$ cat config.mk
export PLATFORM = sky130hd
export DESIGN_NAME = hex_program_loader
export DESIGN_NICKNAME = d
export VERILOG_FILES = /design/src/rtl/dawn_loader_pkg.sv /design/src/rtl/hex_ascii_decode.sv /design/src/rtl/hex_program_loader.sv
export SDC_FILE = /design/constraint.sdc
export NUM_CORES = 1
export LEC_CHECK = 0
export CORE_ASPECT_RATIO = 1.75
export CORE_MARGIN = 2
export CORE_UTILIZATION = 40
export CTS_CLUSTER_SIZE = 20
export DETAILED_ROUTE_END_ITERATION = 8
export PLACE_DENSITY = 0.66
export RECOVER_POWER = 100
export SLEW_MARGIN = 15
export SYNTH_ARGS = -nofsm -noshare
export SYNTH_HDL_FRONTEND = slang
export SYNTH_SLANG_ARGS = --single-unit
$ cat constraint.sdc
create_clock -name clk_i -period 3.3 [get_ports clk_i]
set_input_delay 0.66 -clock clk_i [delete_from_list [all_inputs] [get_ports clk_i]]
set_output_delay 0.66 -clock clk_i [all_outputs]
set_load 0.02 [all_outputs]
$ cat src/rtl/dawn_loader_pkg.sv
// dawn_loader_pkg: shared ASCII constants, loader states and error codes
package dawn_loader_pkg;
    localparam logic [7:0] CH_HASH = 8'h23;
    localparam logic [7:0] CH_NL   = 8'h0A;
    localparam logic [7:0] CH_CR   = 8'h0D;
    typedef enum logic [2:0] {
        S_IDLE, S_FIRST, S_COMMENT, S_LSTART, S_LO_NIB, S_EOL, S_DONE, S_ERR
    } state_t;
    localparam logic [2:0] E_NONE  = 3'd0;
    localparam logic [2:0] E_HDR   = 3'd1;
    localparam logic [2:0] E_CHAR  = 3'd2;
    localparam logic [2:0] E_TRUNC = 3'd3;
    localparam logic [2:0] E_MEM   = 3'd4;
    localparam logic [2:0] E_MARK  = 3'd5;
endpackage

$ cat src/rtl/hex_ascii_decode.sv
// hex_ascii_decode: maps an ASCII character to a hex nibble plus a validity flag
module hex_ascii_decode (
    input  logic [7:0] char_i,
    output logic       is_hex_o,
    output logic [3:0] nib_o
);
    logic       digit;
    logic       alpha;
    logic [7:0] lower;
    // Setting bit 5 folds 'A'..'F' onto 'a'..'f'
    assign lower    = char_i | 8'h20;
    assign digit    = char_i >= 8'h30 && char_i <= 8'h39;
    assign alpha    = lower >= 8'h61 && lower <= 8'h66;
    assign is_hex_o = digit | alpha;
    assign nib_o    = digit ? char_i[3:0] : char_i[3:0] + 4'd9;
endmodule

$ cat src/rtl/hex_program_loader.sv
// hex_program_loader: parses an ASCII hex image into byte-RAM writes and
// records the start address of every instruction in a mark table
module hex_program_loader
    import dawn_loader_pkg::*;
#(
    parameter int  ADDR_W = 10,
    parameter int  MARK_N = 16,
    localparam int MARK_W = $clog2(MARK_N)
) (
    input  logic              clk_i,
    input  logic              rst_i,
    input  logic              start_i,
    input  logic              char_valid_i,
    output logic              char_ready_o,
    input  logic [7:0]        char_i,
    input  logic              char_last_i,
    output logic              mem_we_o,
    output logic [ADDR_W-1:0] mem_addr_o,
    output logic [7:0]        mem_wdata_o,
    output logic              mark_we_o,
    output logic [MARK_W-1:0] mark_idx_o,
    output logic [ADDR_W-1:0] mark_addr_o,
    output logic              busy_o,
    output logic              done_o,
    output logic              err_o,
    output logic [2:0]        err_code_o,
    output logic [ADDR_W:0]   byte_count_o
);
    state_t              state_q, state_d;
    logic [3:0]          hi_q, hi_d;
    logic [ADDR_W:0]     cnt_q, cnt_d;
    logic [MARK_W:0]     idx_q, idx_d;
    logic [2:0]          code_q, code_d, e;
    logic                ready_q, err_q;
    logic                mem_we_q, mem_we_d, mark_we_q, mark_we_d, done_q, done_d;
    logic [ADDR_W-1:0]   maddr_q, maddr_d, kaddr_q, kaddr_d;
    logic [7:0]          wdata_q, wdata_d;
    logic [MARK_W-1:0]   kidx_q, kidx_d;
    logic                is_hex, acc;
    logic [3:0]          nib;

    hex_ascii_decode u_dec (.char_i(char_i), .is_hex_o(is_hex), .nib_o(nib));

    assign acc = char_valid_i & ready_q & ~start_i;

    always_comb begin
        e         = E_NONE;
        state_d   = state_q;
        hi_d      = hi_q;
        cnt_d     = cnt_q;
        idx_d     = idx_q;
        code_d    = code_q;
        mem_we_d  = 1'b0;
        maddr_d   = maddr_q;
        wdata_d   = wdata_q;
        mark_we_d = 1'b0;
        kidx_d    = kidx_q;
        kaddr_d   = kaddr_q;
        done_d    = 1'b0;
        if (start_i) begin
            state_d = S_FIRST;
            cnt_d   = '0;
            idx_d   = '0;
            code_d  = E_NONE;
        end else if (acc) begin
            if (char_i != CH_CR) case (state_q)
                S_FIRST:   if (char_i == CH_HASH) state_d = S_COMMENT; else e = E_HDR;
                S_COMMENT: if (char_i == CH_NL) begin
                    state_d = S_LSTART;
                    if (idx_q == (MARK_W+1)'(MARK_N)) e = E_MARK;
                    else begin
                        mark_we_d = 1'b1;
                        kidx_d    = idx_q[MARK_W-1:0];
                        kaddr_d   = cnt_q[ADDR_W-1:0];
                        idx_d     = idx_q + (MARK_W+1)'(1);
                    end
                end
                S_LSTART:  if (char_i == CH_HASH) state_d = S_COMMENT;
                    else if (is_hex) begin
                        hi_d    = nib;
                        state_d = S_LO_NIB;
                    end else if (char_i != CH_NL) e = E_CHAR;
                S_LO_NIB:  if (!is_hex) e = E_CHAR;
                    else if (cnt_q[ADDR_W]) e = E_MEM;
                    else begin
                        mem_we_d = 1'b1;
                        maddr_d  = cnt_q[ADDR_W-1:0];
                        wdata_d  = {hi_q, nib};
                        cnt_d    = cnt_q + (ADDR_W+1)'(1);
                        state_d  = S_EOL;
                    end
                S_EOL:     if (char_i == CH_NL) state_d = S_LSTART; else e = E_CHAR;
                default: ;
            endcase
            // The final char is judged by the state it leaves behind
            if (char_last_i && e == E_NONE) begin
                if (state_d == S_LSTART || state_d == S_EOL) begin
                    state_d = S_DONE;
                    done_d  = 1'b1;
                end else e = E_TRUNC;
            end
            if (e != E_NONE) begin
                state_d = S_ERR;
                code_d  = e;
            end
        end
    end

    always_ff @(posedge clk_i or posedge rst_i)
        if (rst_i) begin
            state_q   <= S_IDLE;
            hi_q      <= '0;
            cnt_q     <= '0;
            idx_q     <= '0;
            code_q    <= E_NONE;
            ready_q   <= 1'b0;
            err_q     <= 1'b0;
            mem_we_q  <= 1'b0;
            maddr_q   <= '0;
            wdata_q   <= '0;
            mark_we_q <= 1'b0;
            kidx_q    <= '0;
            kaddr_q   <= '0;
            done_q    <= 1'b0;
        end else begin
            state_q   <= state_d;
            hi_q      <= hi_d;
            cnt_q     <= cnt_d;
            idx_q     <= idx_d;
            code_q    <= code_d;
            ready_q   <= state_d inside {S_FIRST, S_COMMENT, S_LSTART, S_LO_NIB, S_EOL};
            err_q     <= code_d != E_NONE;
            mem_we_q  <= mem_we_d;
            maddr_q   <= maddr_d;
            wdata_q   <= wdata_d;
            mark_we_q <= mark_we_d;
            kidx_q    <= kidx_d;
            kaddr_q   <= kaddr_d;
            done_q    <= done_d;
        end

    assign char_ready_o = ready_q;
    assign busy_o       = ready_q;
    assign mem_we_o     = mem_we_q;
    assign mem_addr_o   = maddr_q;
    assign mem_wdata_o  = wdata_q;
    assign mark_we_o    = mark_we_q;
    assign mark_idx_o   = kidx_q;
    assign mark_addr_o  = kaddr_q;
    assign done_o       = done_q;
    assign err_o        = err_q;
    assign err_code_o   = code_q;
    assign byte_count_o = cnt_q;
endmodule

==> flow_summary_export.csv <==
group,metric,value,unit
yosys,async_flop_share,100,%
grt,met2_usage,33.7,%
layout,final_common_cell,"dfrtp_1",
clock_network,cts-root-buf,"clkbuf_16",
power_and_ir_drop,powerDensity,579,mW/mm2
grt,grt-ovfl-total,0,
worst_setup_path,setup.worst_path.class,"in -> reg",
layout,layout_common_cells,"dfrtp_1 (63), dlygate4sd3_1 (53), mux2_2 (34), nor2_1 (31), buf_4 (23)",
timing,hold_violations,0,
grt,met1_usage,19.9,%
drt,detail-route-antenna-nets,0,
hold_path,min_from,"hi_q[1]",
grt,antenna_found_initial,0,
power_and_ir_drop,power_leakage,2.17,nW
layout,final_area,0.00446,mm2
power_and_ir_drop,seqPwrFrac,33.9,%
timing,drv_slew,63,
yosys,synth_top_area_share,48.7,%
power_and_ir_drop,p_sw,0.703,mW
timing,fin_skew,0.00693,ns
placement,placed_area,0.00418,mm2
timing,rsz0062_at_grt,"no",
power_and_ir_drop,p_clk_share,38.9,%
worst_setup_path,start_kind,"primary input",
yosys,yosys.area.top_type,"dfrtp_1",
worst_setup_path,crit_start,"char_i[6]",
worst_setup_path,critPathRequiredTime,3.50,ns
timing,worst_slew_pin_slew,1.51,ns
power_and_ir_drop,power.internal,1.88,mW
outcome,outcome,"finished with violations",
floorplan,start_util,41.0,%
power_and_ir_drop,sw_frac_of_total,27.2,%
floorplan,core,0.00791,mm2
worst_setup_path,worstReg2RegStart,"state_q[0]",
timing,finalCritPeriodShare,96.4,%
layout,syn2layout_area_growth,37.8,%
grt,use_met3,4.07,%
timing,fmax,314,MHz
yosys,synth_area_leaders,"dfrtp_1 (49%), mux2_2 (12%), nor2_1 (3.6%)",
worst_setup_path,cp_max_fo,5,
clock_network,clk_pin_slew,0.05,ns
outcome,violations,"max-capacitance violations, max-slew violations",
worst_setup_path,cp.arrival,3.38,ns
worst_setup_path,critPathCaptureType,"register",
yosys,synth_flop_cell,"dfrtp_1",
grt,grt_pass1_vias,2634,
hold_path,hp-class,"reg -> reg",
placement,place_hpwl,5640,um
grt,grt_pass1_wl,12600,um
floorplan,fp-row-count,43,
timing,setup_viol,0,
placement,post-place-ws,-0.466,ns
timing,min_period,3.18,ns
layout,drive_gt1_share,23.5,%
clock_network,cts_sinks,63,
grt,grt_max_degree,64,
power_and_ir_drop,ir_drop,0.379,mV
yosys,synth_edf_count,0,
yosys,synth_fp_nets,306,
floorplan,die_w,72.0,um
timing,setup_slack,0.118,ns
floorplan,die_area,0.00886,mm2
yosys,yosysWarningCount,0,
layout,diodes,0,
drt,routed_via_density,5.30,
layout,nets,403,
placement,place.port_buffers,64,
yosys,synth_seq_cells,63,
placement,gp_congestion,0.857,
drt,routedWlPerCell,15.6,um
yosys,syn_avg_cell_area,11.3,um2
clock_network,cts_buffers,9,
power_and_ir_drop,p_comb_share,27.2,%
drt,wirelength,7470,um
floorplan,fp.dieH,123,um
clock_network,hold_buffers,0,
yosys,yosysSeqAreaShare,48.7,%
yosys,netlist_area,0.00324,mm2
clock_network,cts_tree,"done",
layout,nFillCells,674,
drt,vias,2535,
timing,slew_headroom,-0.383,%
clock_network,cts_buffer_depth,2,
clock_network,cts_setup_buffers,0,
run,cap_violations,1,
drt,drtIter0Drc,126,
drt,drt_first_pass_iters,4,
grt,top_usage_layer,"met2",
floorplan,boundaryPins,65,
yosys,syn_inst,286,
drt,drc_errors,0,
clock_network,clock_latency,0.32,ns
grt,track_usage,18.5,%
yosys,ys_types,65,
clock_network,htree_levels,3,
timing,tns,0,ns
-- path summary, 6_finish.rpt --
kind                                  to  slack [ns]  cells after the start
max                                err_o        0.12                      9
max reg2reg                        err_o        0.50                      8
min                              hi_q[1]        0.48                      2
max in group asynchronous  mark_idx_o[2]        1.10                      3
min in group asynchronous  mem_addr_o[0]        1.29                      3
min reg2reg                      hi_q[1]        0.48                      2
-- power groups by stage --
stage               combinational [mW]  clock [mW]  sequential (mW)
floorplan                        0.455           0            0.877
global placement                 0.718           0            0.888
detailed placement               0.722           0            0.888
CTS                              0.728        1.03            0.875
global route                     0.766        1.07            0.883
finish                           0.703        1.01            0.874
-- critical path, stage by stage --
cell             delay, ns
clkdlybuf4s50_1       0.46
or3_1                 0.39
or2_4                 0.29
nor4bb_1              0.14
o32a_4                0.36
xnor2_4               0.17
nor3b_1               0.09
or4b_1                0.49
a311o_1               0.33
-- through the flow --
step	instances	util, %	total power, mW	hold WS (ns)
floorplan	286	-	1.33	0.444
detailed placement	462	52.9	1.61	0.478
CTS	478	57.0	2.64	0.490
global route	478	56.4	2.72	0.516
finish	478	56.4	2.58	0.484
global placement	462	52.9	1.61	0.466
-- cell usage after synthesis (4+ instances only) --
cell type / instances
nor4_1: 4
nand4_1: 5
xor2_1: 7
dfrtp_1: 63
buf_2: 5
mux2_2: 34
nand2_1: 13
xnor2_1: 8
inv_1: 8
nand3_1: 9
nor2_1: 31
o21ai_0: 6
nor3_1: 8
a21oi_1: 5
ha_1: 7
-- registers in the layout (all words and copies together), names as in the netlist, 3 cells and up --
register      cells
mem_addr_o       10
mark_addr_o      10
mark_idx_o        4
idx_q             5
hi_q              4
state_q           3
mem_wdata_o       8
byte_count_o     11
err_code_o        3
-- routing by layer --
metal,routed length (um),vias up
li1,-,1232
met1,2800,1230
met2,4170,61
met3,351,12
met4,144,0
met5,0,-
-- repair_timing --
item                                    4_1_cts  5_1_grt
gates resized for setup                       2        4
pin swaps                                     1        0
endpoints found under the setup margin        1        3
-- final cells by class --
cell class                 count  area, um2  share of cell area [%]
sequential                    63       1580                    35.3
multi-input combinational    202       1540                    34.5
timing repair buffer          99        877                    19.7
clock buffer                  13        260                    5.83
tap                           90        113                    2.52
clock inverter                 3       65.1                    1.46
inverter                       8       30.0                   0.673
-- kinds of logic (layout without fill, tap and decap cells) --
family          Yosys count  after routing  synth area share, %
buf+inv                  21            123                 3.71
simple gates            106            106                 18.5
xor+xnor                 16             16                 4.91
compound gates           36             36                 8.77
flops                    63             63                 48.7
mux                      37             37                 12.7
fa+ha+maj                 7              7                 2.70
No activity file was read; power rests on OpenSTA's default activity.
